## config.mk

```make
export PLATFORM = sky130hd
export DESIGN_NAME = wave_capture_ctrl
export DESIGN_NICKNAME = d
export VERILOG_FILES = /design/src/rtl/wave_capture_ctrl.sv
export SDC_FILE = /design/constraint.sdc
export NUM_CORES = 1
export LEC_CHECK = 0
export ABC_CLOCK_PERIOD_IN_PS = 7400
export BUFFER_PORTS_ARGS = -buffer_cell sky130_fd_sc_hd__buf_2
export CAP_MARGIN = 20
export CELL_PAD_IN_SITES_DETAIL_PLACEMENT = 1
export CELL_PAD_IN_SITES_GLOBAL_PLACEMENT = 1
export CORE_MARGIN = 1
export CORE_UTILIZATION = 23
export CTS_BUF_LIST = sky130_fd_sc_hd__clkbuf_8
export CTS_CLUSTER_DIAMETER = 60
export DETAILED_ROUTE_END_ITERATION = 16
export PLACE_DENSITY_LB_ADDON = 0.1
export SLEW_MARGIN = 5
export SYNTH_ARGS = -nofsm -noshare
export SYNTH_HDL_FRONTEND = slang
export SYNTH_SLANG_ARGS = --single-unit
export TNS_END_PERCENT = 20
```

## constraint.sdc

```tcl
create_clock -name adc_clk -period 7.4 [get_ports adc_clk]
set_clock_uncertainty 0.15 [all_clocks]
set_input_delay 1.11 -clock adc_clk [delete_from_list [all_inputs] [get_ports adc_clk]]
set_output_delay 1.11 -clock adc_clk [all_outputs]
set_load 0.05 [all_outputs]
```

## src/rtl/wave_capture_ctrl.sv

```systemverilog
// Arms on run/single, waits for a threshold crossing, writes 2**ADDR_W samples (registered, 1 cycle), then holds for frame ticks.
// No backpressure: adc_valid is the only qualifier. WAVE_AUTO_TRIG_EN adds a forced trigger after AUTO_TIMEOUT samples.
module wave_capture_ctrl #(
    parameter int ADDR_W         = 10,
    parameter int DATA_W         = 8,
    parameter int HOLDOFF_FRAMES = 2
`ifdef WAVE_AUTO_TRIG_EN
    ,
    parameter int AUTO_TIMEOUT   = 65535
`endif
) (
    input  logic              adc_clk,
    input  logic              rst_n,
    input  logic              adc_valid,
    input  logic [DATA_W-1:0] adc_data,
    input  logic              run,
    input  logic              single,
    input  logic [DATA_W-1:0] trig_level,
    input  logic              trig_edge,
    input  logic              frame_tick,
    output logic              adc_buf_wr,
    output logic [11:0]       adc_buf_addr,
    output logic [DATA_W-1:0] adc_buf_data,
    output logic              capture_done,
    output logic              busy
);

    localparam int TW = $clog2(HOLDOFF_FRAMES + 1);

    typedef enum logic [2:0] {IDLE, ARM, WAIT_TRIG, CAPTURE, HOLD} state_t;

    state_t            state, state_nx;
    logic [DATA_W-1:0] lvl_q, prev_q;
    logic              edge_q, prev_vld, single_mode, hold_entry;
    logic [ADDR_W-1:0] wr_cnt, addr_q, addr_nx;
    logic [TW-1:0]     tick_cnt;
    logic              wr_nx, done_nx, trig_hit, trig_any;

`ifdef WAVE_AUTO_TRIG_EN
    localparam int AW = $clog2(AUTO_TIMEOUT + 1);
    logic [AW-1:0] auto_cnt;
`endif

    // The first sample after ARM only seeds prev, so a crossing needs two valid samples.
    assign trig_hit = prev_vld && (trig_edge_sel(edge_q, prev_q, adc_data, lvl_q));

    function automatic logic trig_edge_sel(input logic fall, input logic [DATA_W-1:0] p,
                                           input logic [DATA_W-1:0] c, input logic [DATA_W-1:0] l);
        return fall ? (p > l && c <= l) : (p < l && c >= l);
    endfunction

`ifdef WAVE_AUTO_TRIG_EN
    assign trig_any = trig_hit || (auto_cnt == AW'(AUTO_TIMEOUT));
`else
    assign trig_any = trig_hit;
`endif

    assign adc_buf_addr = 12'(addr_q);
    assign busy         = (state != IDLE);

    always_comb begin
        state_nx = state;
        wr_nx    = 1'b0;
        done_nx  = 1'b0;
        addr_nx  = addr_q;
        case (state)
            IDLE: begin
                if (run || single) state_nx = ARM;
            end
            ARM: begin
                state_nx = WAIT_TRIG;
            end
            WAIT_TRIG: begin
                if (!run && !single_mode) begin
                    state_nx = IDLE;
                end else if (adc_valid && trig_any) begin
                    state_nx = CAPTURE;
                    wr_nx    = 1'b1;
                    addr_nx  = '0;
                end
            end
            CAPTURE: begin
                if (adc_valid) begin
                    wr_nx   = 1'b1;
                    addr_nx = wr_cnt;
                    if (wr_cnt == {ADDR_W{1'b1}}) begin
                        done_nx  = 1'b1;
                        state_nx = HOLD;
                    end
                end
            end
            HOLD: begin
                if (frame_tick && !hold_entry && tick_cnt == TW'(HOLDOFF_FRAMES - 1))
                    state_nx = run ? ARM : IDLE;
            end
            default: state_nx = IDLE;
        endcase
    end

    always_ff @(posedge adc_clk) begin
        if (!rst_n) begin
            state        <= IDLE;
            adc_buf_wr   <= 1'b0;
            addr_q       <= '0;
            adc_buf_data <= '0;
            capture_done <= 1'b0;
            lvl_q        <= '0;
            edge_q       <= 1'b0;
            prev_q       <= '0;
            prev_vld     <= 1'b0;
            single_mode  <= 1'b0;
            hold_entry   <= 1'b0;
            wr_cnt       <= '0;
            tick_cnt     <= '0;
`ifdef WAVE_AUTO_TRIG_EN
            auto_cnt     <= '0;
`endif
        end else begin
            state        <= state_nx;
            adc_buf_wr   <= wr_nx;
            capture_done <= done_nx;
            addr_q       <= addr_nx;
            if (wr_nx) adc_buf_data <= adc_data;

            case (state)
                IDLE: single_mode <= !run;
                ARM: begin
                    lvl_q    <= trig_level;
                    edge_q   <= trig_edge;
                    prev_vld <= 1'b0;
`ifdef WAVE_AUTO_TRIG_EN
                    auto_cnt <= '0;
`endif
                end
                WAIT_TRIG: begin
                    wr_cnt <= ADDR_W'(1);
                    if (adc_valid) begin
                        prev_q   <= adc_data;
                        prev_vld <= 1'b1;
`ifdef WAVE_AUTO_TRIG_EN
                        auto_cnt <= auto_cnt + 1'b1;
`endif
                    end
                end
                CAPTURE: begin
                    if (adc_valid) wr_cnt <= wr_cnt + 1'b1;
                end
                HOLD: begin
                    hold_entry <= 1'b0;
                    if (frame_tick && !hold_entry) tick_cnt <= tick_cnt + 1'b1;
                end
                default: ;
            endcase

            // A tick landing on the first HOLD cycle belongs to the frame already being shown.
            if (state != HOLD && state_nx == HOLD) begin
                hold_entry <= 1'b1;
                tick_cnt   <= '0;
            end
        end
    end

endmodule

```

* Word level (Yosys, flattened, before mapping)
Cells that the tools add are included.
** Cells by class
- Add/sub/neg operators :: 2
- $lt $le $gt $ge :: 4
- Equality and inequality tests :: 12
- Mux-type cells :: 24
- Bitwise operators :: 1
- Reductions and logical operators :: 24
** Operators by type and width (count)
- $mux W10 :: 4
- $pmux W10 S2 :: 2
- $mux W3 :: 6
- $pmux W3 S5 :: 1
- $add A10 B1 Y10 const B :: 1
- $eq A10 B10 Y1 const B :: 1
- $mux W1 :: 9
- $ge A8 B8 Y1 :: 1
- $gt A8 B8 Y1 :: 1
- $le A8 B8 Y1 :: 1
- $logic_and A1 B1 Y1 :: 8
- $lt A8 B8 Y1 :: 1
- $ne A2 B2 Y1 const B :: 4
- $reduce_and A2 Y1 :: 4
- $eq A3 B2 Y1 const B :: 2
- $eq A3 B3 Y1 const B :: 2
- $reduce_bool A2 Y1 :: 3
- $pmux W1 S2 :: 2
- $reduce_and A4 Y1 :: 1
- $eq A3 B1 Y1 const B :: 1
- $logic_not A1 Y1 :: 3
- $logic_not A3 Y1 :: 1
- $ne A3 B3 Y1 const B :: 1
- $reduce_and A3 Y1 :: 1
- 6 further kinds :: 6
** Storage, ports and cells
- Register bits :: 55
- Input port bits :: 23
- Output and inout bits :: 23
- Word-level logic and storage cells :: 80

* Logic depth before layout (Yosys ltp)
- Depth in word-level cells :: 11
- Gate-level depth with buffers :: 9
- Depth with buffers taken out :: 8

* Worst setup path before layout
OpenSTA, ideal clock, no wires.
- Path kind :: input to register
- Start :: in adc_data[1]
- End :: reg addr_q[9]
- Library setup time :: 0.117 ns
- Arrival :: 2.776 ns
- Required time :: 7.133 ns
- Setup slack :: 4.357 ns
- Cell stages on the path :: 8
- Buffers on the path :: 1
- Path through :: ha_1 -> nor2b_1 -> o211ai_1 -> a31o_2 -> a2111oi_4 -> a211oi_4 -> buf_6 -> a32o_1
** Between the ends
- Longest elaborated chain between the ends :: 7
- Elaborated cells on any way between the ends :: 9
** RTL lines
- from (decl) :: line 15 : input logic [DATA_W-1:0] adc_data,
- $ge A8 B8 Y1 / $le A8 B8 Y1 (equally long branches) :: line 49 : return fall ? (p > l && c <= l) : (p < l && c >= l);
- $logic_and A1 B1 Y1 :: line 49
- $mux W1 * :: line 49
- $logic_and A1 B1 Y1 * :: line 45 : assign trig_hit = prev_vld && (trig_edge_sel(edge_q, prev_q, adc_data, lvl_q));
- $logic_and A1 B1 Y1 * :: line 76 : end else if (adc_valid && trig_any) begin
- $ne A2 B2 Y1 (no source line) *
- $reduce_and A4 Y1 (no source line) *
- to (signal assigned) :: line 122 : addr_q <= addr_nx;
- to (decl) :: line 35 : logic [ADDR_W-1:0] wr_cnt, addr_q, addr_nx;
Mark *: on every way between the ends. The rest lies on a longest branch, timed or not.
A chain may end at the register's enable or synchronous reset.

* Worst setup path in the final report
- Start :: in adc_data[1]
- End :: reg adc_buf_data[4]
** Between the ends
- Longest elaborated chain between the ends :: 8
- Elaborated cells on any way between the ends :: 10
** RTL lines
- $ge A8 B8 Y1 / $le A8 B8 Y1 (equally long branches) :: line 49
- $logic_and A1 B1 Y1 :: line 49
- $mux W1 * :: line 49
- $logic_and A1 B1 Y1 * :: line 45
- $logic_and A1 B1 Y1 * :: line 76
- $mux W1 * :: line 76
- $mux W1 * :: line 74 : if (!run && !single_mode) begin
- $pmux W1 S2 * :: line 66 : case (state)
- to (signal assigned) :: line 123 : if (wr_nx) adc_buf_data <= adc_data;
- to (decl) :: line 23 : output logic [DATA_W-1:0] adc_buf_data,
Marks and branches as above.

==> impl_metrics.tcl <==
set metrics [dict create \
    clk_path_buf_depth 2 \
    share_of_synthesized_area_occupied_by_flip_flops_and_latches_pct 42.3 \
    residual_overflow_from_global_routing 0 \
    power.leakage_nw 1.27 \
    setup_violations 0 \
    worst_pin_slew_ns 1.03 \
    slew_violations 0 \
    cts_setup_buffers 0 \
    ys_ff_latch 55 \
    cts_htree_levels 2 \
    worst_ep_required_time_ns 7.49 \
    grt_antenna_before_repair 0 \
    run_status "complete, no violations" \
    post_synth_xor_area_fraction_pct 3.03 \
    buffer_ports.inserted 43 \
    flow.area_growth_from_synthesis_pct 17.3 \
    design.portCount 46 \
    detailedRoute.firstIterationViolations 64 \
    fin_total_pwr_w 0.000612 \
    design.die.area_mm2 0.0117 \
    ant_nets 0 \
    cts_inserted_buffers 5 \
    avgRoutedWirePerCell_um 14.3 \
    synth_fa_ha_area_share_pct 8.65 \
    rsz0062_at_grt "no" \
    achievable-frequency_mhz 312 \
    synth_area_leaders "sky130_fd_sc_hd__dfxtp_1 (42%), sky130_fd_sc_hd__ha_1 (8.7%), sky130_fd_sc_hd__nand2_1 (5.9%)" \
    period_minus_slack_ns 3.21 \
    maximum_vdd_drop_uv 76.1 \
    core_region_area_mm2 0.0109 \
    layout-drive-gt1-share_pct 18.0 \
    wirelength_mm 6.83 \
    largest_family_of_logic_cells_by_synthesized_area "simple AND/OR/NAND/NOR gates" \
    gpl.final_weighted_congestion 0.705 \
    timing_worst_setup_path_type "in -> reg" \
    hold_viol 0 \
    num-nets-final 378 \
    clockRootBuffer "sky130_fd_sc_hd__clkbuf_8" \
    synth.avg_cell_area_um2 8.76 \
    postCtsHoldBufs 0 \
    mostFrequentLayoutCells "sky130_fd_sc_hd__dfxtp_1 (55), sky130_fd_sc_hd__buf_2 (43), sky130_fd_sc_hd__nand2_1 (41), sky130_fd_sc_hd__nor2_1 (37), sky130_fd_sc_hd__a21oi_1 (30)" \
    muxShareOfSynthArea_pct 3.85 \
    critical_path.endpoint_type "register" \
    routed-via-count 2177 \
    tritoncts "yes" \
    start_kind "primary input" \
    holdCritPathClass "reg -> reg" \
    numClockSinks 55 \
    grt_start_max_net_pins 32 \
    yosys_warnings 0 \
    antennaDiodeCount 0 \
    drv.max_cap_violation_count 0 \
    synth-simple-area-share_pct 19.5 \
    cts.clk_slew.worst_paths_ns 0.10 \
    clkLatencyLatePin_ns 0.31 \
    num-fill-cells 1310 \
    place.detailed.hpwl_mm 5.17 \
    post_synth_inst_count 297 \
    synth_enable_flop_cells 0 \
    synthesized_cell_area_mm2 0.00260 \
    groute.usage.overall_pct 12.4 \
    synth.largest_area_cell "sky130_fd_sc_hd__dfxtp_1" \
    first_global_vias 2222 \
    final.setup.tns_ns 0 \
    dieHeight_um 108 \
    viasPerCell 4.55 \
    die_w_um 108 \
    synth_top_cell_area_share_pct 42.3 \
    final_common_cell "sky130_fd_sc_hd__dfxtp_1" \
    post_cts_resize_count 0 \
    worst_slew_margin_relative_to_its_limit_pct 30.9 \
    postSynth.topFlopCell "sky130_fd_sc_hd__dfxtp_1" \
    crit_arrival_ns 3.30 \
    route.detailed.drc 0 \
    synth-compound-area-share_pct 16.7 \
    timing.critical_path.fanout_max 19 \
    fin_crit_sh_pct 43.4 \
    first_pass_iters 4 \
    fp-row-count 38 \
    initial_utilization_pct 23.8 \
    grt_pass1_wl_mm 11.2 \
    pwr_density_cell_mw_per_mm2 200 \
    synth.distinct_cells 41 \
    synth-async-reset-ratio_pct 0 \
]
==> routing by layer <==
layer  part of all wire, %  up-vias  routed length [µm]  GRT usage, %
met1                    49     1033                3360          15.9
met5                     0        -                   0             0
li1                      -     1101                   -             -
met3                   4.0        4                 271          2.35
met4                  0.78        0                  53          3.19
met2                    46       39                3150          21.2
==> layout make-up <==
type                    count  area [µm²]  area share [%]
multi-input cells         213        1360            44.5
flip-flops and latches     55        1100            36.1
repair buffers             45         236            7.75
well taps                 140         175            5.74
clock buffers               6        82.6            2.70
inverters                  17        63.8            2.09
clock inverters             2        35.0            1.15
==> kinds of logic after synthesis <==
| logic type | count (synthesis) |
|---|---|
| other | 1 |
| XOR/XNOR | 9 |
| multiplexers | 10 |
| AO/OA/AOI/OAI | 61 |
| AND/OR/NAND/NOR | 113 |
| adder cells (fa/ha/maj) | 18 |
| flip-flops | 55 |
| buffers and inverters | 30 |
==> cell usage after synthesis (6+ instances only) <==
| cell type | n |
|---|---|
| sky130_fd_sc_hd__dfxtp_1 | 55 |
| sky130_fd_sc_hd__nand2_1 | 41 |
| sky130_fd_sc_hd__nor2_1 | 37 |
| sky130_fd_sc_hd__a21oi_1 | 30 |
| sky130_fd_sc_hd__ha_1 | 18 |
| sky130_fd_sc_hd__inv_1 | 16 |
| sky130_fd_sc_hd__a32o_1 | 10 |
| sky130_fd_sc_hd__mux2i_1 | 10 |
| sky130_fd_sc_hd__nand3_1 | 10 |
| sky130_fd_sc_hd__o21ai_0 | 7 |
| sky130_fd_sc_hd__xor2_1 | 7 |
| sky130_fd_sc_hd__clkbuf_1 | 6 |
==> power by group <==
part           total [W]  switching (W)  internal [W]  leakage (nW)
sequential      0.000311     0.00000708      0.000304         0.445
combinational  0.0000922      0.0000604     0.0000318         0.761
clock           0.000209      0.0000988      0.000110        0.0612
total           0.000612       0.000166      0.000446          1.27
==> stage by stage <==
stage	std cells	area, µm²	hold slack (ns)	worst slack (ns)	util [%]
floorplan	298	2610	0.286	4.36	-
global placement	469	2920	0.294	3.80	26.7
detailed placement	469	2920	0.301	3.77	26.7
CTS	477	3040	0.317	4.08	27.8
global route	478	3050	0.334	3.90	27.9
finish	478	3050	0.312	4.19	27.9
==> registers in the layout, summed over array words and instances, names as in the netlist <==
register,flops
adc_buf_data,8
adc_buf_wr,1
addr_q,10
capture_done,1
edge_q,1
hold_entry,1
lvl_q,8
prev_q,8
prev_vld,1
single_mode,1
state,3
tick_cnt,2
wr_cnt,10
==> critical path, cell delays in order <==
cell and delay (ns):
sky130_fd_sc_hd__buf_2 0.13, sky130_fd_sc_hd__ha_1 0.29, sky130_fd_sc_hd__nor2b_1 0.13, sky130_fd_sc_hd__o211ai_1 0.11
sky130_fd_sc_hd__a211oi_1 0.24, sky130_fd_sc_hd__nor3b_1 0.13, sky130_fd_sc_hd__a211oi_4 0.88, sky130_fd_sc_hd__mux2i_1 0.27
==> final timing paths <==
| check | from | to | slack (ns) | depth (start not counted) |
|---|---|---|---|---|
| setup / recovery | adc_data[1] | adc_buf_data[4] | 4.19 | 8 |
| hold / removal | prev_q[0] | prev_q[0] | 0.31 | 2 |
| setup reg to reg | lvl_q[6] | adc_buf_data[4] | 4.52 | 8 |
| hold reg to reg | prev_q[0] | prev_q[0] | 0.31 | 2 |
Note: power is estimated with default switching activity, not from simulation.
